==> src/rtl/esc_pwm_gen.sv <==
// Servo/ESC PWM frame generator: a fixed-period frame whose high time is set by a
// latched throttle command. Optional slew limiting is compiled in with ESC_PWM_SLEW_EN.
module esc_pwm_gen #(
    parameter int unsigned FRAME_CYCLES = 1000000,
    parameter int unsigned MIN_PULSE    = 50000,
    parameter int unsigned STEP         = 50,
    parameter int unsigned CMD_MAX      = 1000,
    parameter int unsigned SLEW_STEP    = 20
) (
    input  logic        clk,
    input  logic        rst_n,
    input  logic [12:0] cmd,
    input  logic        cmd_valid,
    input  logic        arm,
    output logic        pwm_out,
    output logic        frame_start,
    output logic [12:0] active_cmd,
    output logic        cmd_clamped
);

    typedef enum logic [1:0] {
        IDLE,
        HIGH,
        LOW
    } state_t;

    localparam logic [12:0] CMD_MAX_W  = 13'(CMD_MAX);
    localparam logic [31:0] FRAME_LAST = 32'(FRAME_CYCLES - 1);

    state_t      state, state_nxt;
    logic [31:0] frame_cnt;
    logic [31:0] pulse_len;
    logic [12:0] shadow;
    logic [12:0] target;
    logic [12:0] next_cmd;
    logic        load;
    logic        over_max;

    assign over_max = (cmd > CMD_MAX_W);
    assign target   = arm ? shadow : 13'd0;

    // The frame counter runs across the whole frame, so the LOW exit at
    // FRAME_LAST gives an exact period whatever the pulse length was.
    always_comb begin
        // NOTE: defaults first so every path assigns every output; no latches.
        state_nxt = state;
        load      = 1'b0;
        case (state)
            IDLE: begin
                state_nxt = HIGH;
                load      = 1'b1;
            end
            HIGH: begin
                if (frame_cnt == pulse_len - 32'd1) state_nxt = LOW;
            end
            LOW: begin
                if (frame_cnt == FRAME_LAST) begin
                    state_nxt = HIGH;
                    load      = 1'b1;
                end
            end
            default: state_nxt = IDLE;
        endcase
    end

`ifdef ESC_PWM_SLEW_EN
    localparam logic [12:0] SLEW_W = 13'(SLEW_STEP);

    // Disarm drops straight to zero; otherwise step at most SLEW_W toward target.
    always_comb begin
        next_cmd = target;
        if (!arm)
            next_cmd = 13'd0;
        else if (target > active_cmd && (target - active_cmd) > SLEW_W)
            next_cmd = active_cmd + SLEW_W;
        else if (active_cmd > target && (active_cmd - target) > SLEW_W)
            next_cmd = active_cmd - SLEW_W;
    end
`else
    assign next_cmd = target;
`endif

    // NOTE: all state registers use non-blocking assignments so every register
    // samples pre-edge values; this is what makes a cmd_valid on the load edge
    // leave the frame with the old shadow value.
    always_ff @(posedge clk or negedge rst_n) begin
        if (!rst_n) begin
            state       <= IDLE;
            pwm_out     <= 1'b0;
            frame_start <= 1'b0;
            active_cmd  <= 13'd0;
            pulse_len   <= 32'd0;
            frame_cnt   <= 32'd0;
        end else begin
            state       <= state_nxt;
            pwm_out     <= (state_nxt == HIGH);
            frame_start <= load;
            if (load) begin
                active_cmd <= next_cmd;
                pulse_len  <= 32'(MIN_PULSE) + 32'(STEP) * {19'd0, next_cmd};
                frame_cnt  <= 32'd0;
            end else if (state != IDLE) begin
                frame_cnt <= frame_cnt + 32'd1;
            end
        end
    end

    always_ff @(posedge clk or negedge rst_n) begin
        if (!rst_n) begin
            shadow      <= 13'd0;
            cmd_clamped <= 1'b0;
        end else begin
            cmd_clamped <= cmd_valid && over_max;
            if (cmd_valid) shadow <= over_max ? CMD_MAX_W : cmd;
        end
    end

endmodule

==> config.mk <==
export PLATFORM = sky130hd
export DESIGN_NAME = esc_pwm_gen
export DESIGN_NICKNAME = d
export VERILOG_FILES = /design/src/rtl/esc_pwm_gen.sv
export SDC_FILE = /design/constraint.sdc
export NUM_CORES = 1
export LEC_CHECK = 0
export ABC_CLOCK_PERIOD_IN_PS = 5450
export BUFFER_PORTS_ARGS = -buffer_cell sky130_fd_sc_hd__buf_2
export CORE_ASPECT_RATIO = 1.25
export CORE_MARGIN = 2
export CORE_UTILIZATION = 55
export DETAILED_ROUTE_END_ITERATION = 12
export MAX_ROUTING_LAYER = met4
export PLACE_DENSITY = 0.85
export SYNTH_ARGS = -nofsm -noshare
export SYNTH_HDL_FRONTEND = slang
export SYNTH_SLANG_ARGS = --single-unit
export TNS_END_PERCENT = 50
==> constraint.sdc <==
create_clock -name clk -period 5.45 [get_ports clk]
set_input_delay 0.545 -clock clk [delete_from_list [all_inputs] [get_ports clk]]
set_output_delay 0.545 -clock clk [all_outputs]
set_load 0.005 [all_outputs]
==> results of run 1 <==
[stage by stage]
step / worst slack [ns] / utilization, % / std cells / hold slack, ns / power [mW]
after CTS: 1.30 / 61.2 / 801 / 0.394 / 1.77
after global placement: 1.22 / 58.6 / 786 / 0.465 / 1.19
after floorplan: 1.23 / - / 656 / 0.249 / 1.12
final: 1.31 / 61.2 / 801 / 0.343 / 1.77
after detailed placement: 0.992 / 58.6 / 786 / 0.469 / 1.22
after global routing: 0.958 / 61.2 / 801 / 0.438 / 1.88
[flip-flops by register name, summed over array words and instances (netlist names)]
signal / count
active_cmd: 13
cmd_clamped: 1
frame_cnt: 32
frame_start: 1
pulse_len: 16
pwm_out: 1
shadow: 13
state: 2
[power by group through the flow]
stage | registers [mW] | logic (mW) | clock network (mW)
detailed placement | 0.745 | 0.478 | 0
finish | 0.740 | 0.482 | 0.550
floorplan | 0.712 | 0.403 | 0
global route | 0.748 | 0.550 | 0.579
CTS | 0.737 | 0.482 | 0.556
global placement | 0.740 | 0.454 | 0
[synth_stat cells (3+ instances only)]
cell	count	share of area, %
xnor2_1	36	5.5
nand2_1	63	4.1
nand3_1	27	2.3
or4_1	9	1.2
buf_4	3	0.39
a21oi_1	13	1.1
inv_1	44	2.9
o41ai_1	3	0.46
nor4_1	14	1.5
and2_1	14	1.5
nand2b_1	6	0.65
nor3_1	13	1.1
nor4b_1	3	0.46
ha_1	40	8.7
buf_1	4	0.26
xor2_1	40	6.1
a211oi_1	8	1.0
nor2b_1	10	1.1
fa_1	7	2.4
mux2_2	4	0.78
nor3b_1	3	0.39
dfrtp_1	79	34
clkbuf_1	22	1.4
a31o_2	3	0.46
or3_1	8	0.87
nand4_1	7	0.76
a2111oi_0	3	0.46
buf_2	3	0.26
o21ai_0	31	2.7
mux2i_1	9	1.6
and3_1	14	1.5
nand3b_1	5	0.65
nor2_1	61	4.0
o211ai_1	8	1.0
o31ai_1	6	0.78
[cells by family after synthesis]
group | after synthesis
compound gates | 97
mux | 13
xor+xnor | 77
simple gates | 266
buf+inv | 77
fa+ha+maj | 47
flops | 79
[layer usage]
metal	up-vias	wire length, microns	track usage, %
li1	2298	-	-
met1	2261	4840	25.7
met2	100	6230	39.9
met3	21	428	3.63
met4	0	232	8.84
met5	-	0	-
[cell usage in the layout (no fill, tap or decap), drive strengths merged, types with 9 or more instances in the layout]
master,netlist,routed
nor3,13,13
nand3,27,27
ha,40,40
nor2b,10,10
xor2,40,40
o21ai,31,31
and3,14,14
a21oi,13,13
dfrtp,79,79
or4,9,9
and2,15,15
inv,45,45
xnor2,36,36
buf,10,33
nand2,63,63
nor4,14,14
nor2,61,61
mux2i,9,9
clkbuf,22,10
[cell type report]
type	instances	share of cell area, %
Multi-Input combinational cell	500	55.9
Inverter	45	2.72
Timing Repair Buffer	33	2.74
Clock buffer	10	3.68
Sequential cell	79	31.8
Tap cell	129	2.59
Clock inverter	5	0.583
[how the worst min path moves through the flow]
| stage | endpoint | slack (ns) | depth (start not counted) |
|---|---|---|---|
| finish | frame_cnt[22] | 0.34 | 1 |
| global route | frame_cnt[25] | 0.44 | 1 |
| CTS | frame_cnt[23] | 0.39 | 1 |
| detailed placement | active_cmd[11] | 0.47 | 2 |
| global placement | active_cmd[10] | 0.46 | 2 |
| floorplan | active_cmd[0] | 0.25 | 0 |
[critical path, delay by kind of cell, from the launching register on]
kind                     cells  cell delay, ns
AO/OA/AOI/OAI                5            1.10
adder cells (fa/ha/maj)      3            1.03
AND/OR/NAND/NOR              3            0.83
XOR/XNOR                     3            0.65
flip-flops                   1            0.44
==> flow_summary.json, run 1 <==
{
  "p_clk_share_pct": 31.0,
  "dp_hpwl_mm": 8.70,
  "async_reset_ff_share_pct": 100,
  "grt_setup_unrepaired": "no",
  "via_per_inst": 5.84,
  "post_cts_buffers": 0,
  "critPathMaxFanout": 8,
  "p_sw_share_pct": 33.7,
  "cts_sinks": 79,
  "synth_area_sq_mm": 0.00576,
  "seq_area_sq_mm": 0.00198,
  "critPathLaunch": "shadow[3]",
  "p_int_mw": 1.18,
  "setup_tns_ns": 0,
  "cts_max_path_buffers": 2,
  "placed_cell_area_sq_mm": 0.00596,
  "grt_use_total_pct": 22.9,
  "drive_gt1_share_pct": 9.23,
  "fin_skew_ns": 0.00716,
  "synth_xor_area_share_pct": 11.9,
  "tightest_slew_ns": 0.942,
  "relSlewSlack_pct": 37.2,
  "antenna-diode-count": 0,
  "cpPeakStageDelay_ns": 0.51,
  "area_delta_synth_final_pct": 8.02,
  "grt_overflow_total": 0,
  "num_rows": 41,
  "cts_root_buffer": "clkbuf_16",
  "reg2reg_depth": 14,
  "nets": 732,
  "regToRegEndpoint": "pulse_len[18]",
  "clk_latency_ns": 0.35,
  "pwr-share-seq_pct": 41.7,
  "comb_power_share_pct": 27.2,
  "worstSetupStartpointType": "flop",
  "vias": 4680,
  "ios": 33,
  "ys_seq_area_share_pct": 34.3,
  "htree_levels": 3,
  "ys.flop_type": "dfrtp_1",
  "synth_edf_count": 0,
  "postCtsHoldBufs": 0,
  "period_share_pct": 76.0,
  "start_util_pct": 56.7,
  "first_pass_iters": 4,
  "synth_compound_area_share_pct": 11.6,
  "die_area_sq_mm": 0.0113,
  "path_cells": "xor2_1 -> and2_1 -> ha_1 -> ha_1 -> a31o_2 -> ha_1 -> o211ai_1 -> o21ai_0 -> xor2_1 -> nand2_1 -> nor4_1 -> o211ai_1 -> xor2_1 -> o21ai_0",
  "path_class": "flop to flop",
  "clkSlewWorstSetupHoldPaths_ns": 0.06,
  "muxShareOfSynthArea_pct": 2.35,
  "grt_pass1_vias": 4776,
  "hold_class": "primary input to async pin",
  "synth-adder-area-share_pct": 11.1,
  "synth_top_family_by_area": "simple AND/OR/NAND/NOR gates",
  "io_buffers": 32,
  "synth.net_count": 720,
  "cellPowerDensity_mw_per_mm2": 285,
  "vdd_ir_drop_max_v": 0.000179,
  "r2r-start": "shadow[3]",
  "grt_pass1_wl_mm": 20.6,
  "drt_wl_total_mm": 11.7,
  "antenna_found_initial": 0,
  "drc": 0,
  "ys_seq_elements": 79,
  "multi_input_area_sq_mm": 0.00348,
  "rrSetupSlack_ns": 1.31,
  "yosysWarnings": 0,
  "drtAntennaViolNets": 0,
  "crit_path_end_kind": "flop",
  "synth-simple-area-share_pct": 23.4,
  "switching_power_mw": 0.596,
  "fin_crit_ns": 4.14,
  "max_freq_mhz": 241,
  "drv_slew": 0,
  "grt_max_degree": 80,
  "crit_slowest_cell": "nor4_1",
  "cts_resized": 0,
  "cts_tree": "yes",
  "crit_path_end": "pulse_len[18]",
  "maxCapViolations": 0,
  "synthDistinctLibCells": 60,
  "finalHoldViolCount": 0,
  "drt-wirelength-per-cell_microns": 14.6,
  "netlist_instances": 656,
  "core-area_sq_mm": 0.0102,
  "cp.required_ns": 5.71,
  "routabilityCongestion": 0.851,
  "fillers": 837,
  "die_y_microns": 118,
  "cp.arrival_ns": 4.41,
  "cts_buffers": 9,
  "synth.avg_cell_area_sq_um": 8.78,
  "setup_viol": 0,
  "p_leak_nw": 2.93,
  "stdcell_area_sq_mm": 0.00622,
  "die_x_microns": 95.5,
  "drtIter0Drc": 178,
  "status": "completed"
}
Note: power is estimated with default switching activity, not from simulation.
==> run 2, diff against run 1 <==
- ABC_CLOCK_PERIOD_IN_PS: 5450 -> 4200
- clock period: 5.45 -> 4.2 ns (I/O delays scaled with it)
==> flow_summary.json, run 2 (synthesis gave the netlist of run 1 again) <==
{
  "status": "completed",
  "clkSlewWorstSetupHoldPaths_ns": 0.06,
  "grt_setup_unrepaired": "yes",
  "die_area_sq_mm": 0.0113,
  "p_int_mw": 1.70,
  "critical_path.top_delay_family": "compound AO/OA/AOI/OAI gates",
  "drc": 0,
  "drt_wl_total_mm": 11.9,
  "cpPeakStageDelay_ns": 0.49,
  "cellPowerDensity_mw_per_mm2": 388,
  "path_buf_inv": 2,
  "postCtsHoldBufs": 0,
  "path_class": "flop to flop",
  "clk_latency_ns": 0.34,
  "holdWs_ns": 0.218,
  "drv_slew": 0,
  "rrSetupSlack_ns": 0.17,
  "critPathMaxFanout": 7,
  "r2r-start": "shadow[5]",
  "vias": 4723,
  "nets": 740,
  "drtAntennaViolNets": 0,
  "reg2reg_depth": 15,
  "dp_hpwl_mm": 8.72,
  "vdd_ir_drop_max_v": 0.000210,
  "largest_reg_flops": 32,
  "tightest_slew_ns": 0.980,
  "setup_tns_ns": 0,
  "htree_levels": 3,
  "first_pass_iters": 5,
  "drt-wirelength-per-cell_microns": 14.7,
  "setup_viol": 0,
  "cts_root_buffer": "clkbuf_16",
  "fin_skew_ns": 0.00618,
  "grt_pass1_wl_mm": 20.4,
  "io_buffers": 32,
  "crit_slowest_cell": "fa_1",
  "largestRegisters": "frame_cnt: 32 flops, pulse_len: 16 flops",
  "hold_class": "primary input to async pin",
  "max_freq_mhz": 248,
  "relSlewSlack_pct": 34.7,
  "worstSetupStartpointType": "flop",
  "routed-wl-met2_mm": 6.27,
  "p_sw_share_pct": 30.9,
  "cts_tree": "yes",
  "cp.arrival_ns": 4.26,
  "grt_overflow_total": 0,
  "switching_power_mw": 0.764,
  "layout_commonest_cell": "dfrtp_1",
  "num_rows": 41,
  "crit_path_end_kind": "flop",
  "period_share_pct": 96.1,
  "top_register": "frame_cnt",
  "p_clk_share_pct": 34.3,
  "comb_power_share_pct": 26.8,
  "cts_buffers": 9,
  "drtIter0Drc": 226,
  "finalHoldViolCount": 0,
  "cts_sinks": 79,
  "fin_total_pwr_mw": 2.47,
  "final_cell_mix": "dfrtp_1, nand2_1, nor2_1",
  "cp.required_ns": 4.42,
  "cts_max_path_buffers": 2,
  "antenna_found_initial": 0,
  "maxCapViolations": 0,
  "worst-path-stages": 15,
  "antenna-diode-count": 0,
  "wl_met1_mm": 4.86,
  "pwr-share-seq_pct": 38.9,
  "start_util_pct": 56.7,
  "routabilityCongestion": 0.886,
  "highest-signal-layer": "met4",
  "ios": 33,
  "via_per_inst": 5.83,
  "fin_crit_ns": 4.03,
  "regToRegEndpoint": "pulse_len[19]",
  "grt_use_total_pct": 22.9,
  "drive_gt1_share_pct": 10.7,
  "grt_max_degree": 80,
  "core-area_sq_mm": 0.0102,
  "die_x_microns": 95.5,
  "die_y_microns": 118,
  "wl_met3_microns": 449,
  "area_delta_synth_final_pct": 10.4,
  "p_leak_nw": 3.02,
  "path_cells": "xor2_1 -> and2_1 -> ha_1 -> inv_1 -> fa_1 -> inv_1 -> ha_1 -> a21o_1 -> nor4_1 -> a21oi_1 -> o41ai_1 -> o31ai_1 -> o21ai_1 -> nor2_1 -> a31o_2",
  "grt_pass1_vias": 4656
}
-- run 2: cell count changes in the layout (fill, tap and decap cells not counted), sizes merged --
cell | previous run | this run
bufinv | 0 | 2
clkinv | 2 | 1
buf | 33 | 41
clkinvlp | 3 | 0
clkbuf | 10 | 13
-- run 2: how the worst max path moves through the flow --
| stage | start | end | slack [ns] |
|---|---|---|---|
| 3_3_place_gp | arm | pulse_len[19] | 0.19 |
| 6_report | shadow[5] | pulse_len[19] | 0.17 |
| 4_1_cts | shadow[6] | pulse_len[17] | 0.12 |
| 2_1_floorplan | arm | pulse_len[18] | 0.10 |
| 3_5_place_dp | arm | pulse_len[19] | -0.03 |
| 5_1_grt | shadow[5] | pulse_len[19] | -0.08 |
-- run 2: metrics by stage --
stage          cell area [sq um]  setup slack, ns  util (%)  cells
4_1_cts                     6340            0.123      62.4    810
3_5_place_dp                6020          -0.0322      59.2    794
3_3_place_gp                6020            0.188      59.2    794
6_report                    6360            0.166      62.6    810
5_1_grt                     6360          -0.0772      62.6    810
2_1_floorplan               5760            0.103         -    656
-- run 2: worst reg2reg max path: cells and delay by family, from the launching register on --
family | cells | cell delay, ns
adders and majority gates | 3 | 1.13
DFF | 1 | 0.45
buffers and inverters | 2 | 0.10
and+or+nand+nor | 3 | 0.50
xor gates and xnor gates | 1 | 0.18
AOI/OAI and AO/OA | 6 | 1.55
-- run 2: power by group through the flow --
stage          Clock [mW]  Combinational, mW  Sequential [mW]
3_3_place_gp            0              0.608            0.960
6_report            0.846              0.662            0.960
4_1_cts             0.865              0.651            0.958
3_5_place_dp            0              0.643            0.969
2_1_floorplan           0              0.524            0.923
5_1_grt             0.899              0.751            0.973
-- run 2: per-layer routing --
| metal | global-route usage, % | vias to the layer above |
|---|---|---|
| li1 | - | 2322 |
| met1 | 26.8 | 2256 |
| met2 | 38.2 | 111 |
| met3 | 4.59 | 34 |
| met4 | 8.93 | 0 |
| met5 | - | - |
-- run 2: cell type report --
type / count / area, sq um
fillers: 830 / 3800
multi-input cells: 500 / 3500
flip-flops and latches: 79 / 1980
clock buffers: 13 / 260
repair buffers: 41 / 230
inverters: 45 / 169
well taps: 129 / 161
clock inverters: 3 / 65.1
-- run 2: what timing repair did --
item / CTS / global route
endpoints found under the setup margin: 0 / 4
buffers inserted: 0 / 0
gates resized for setup: 0 / 6
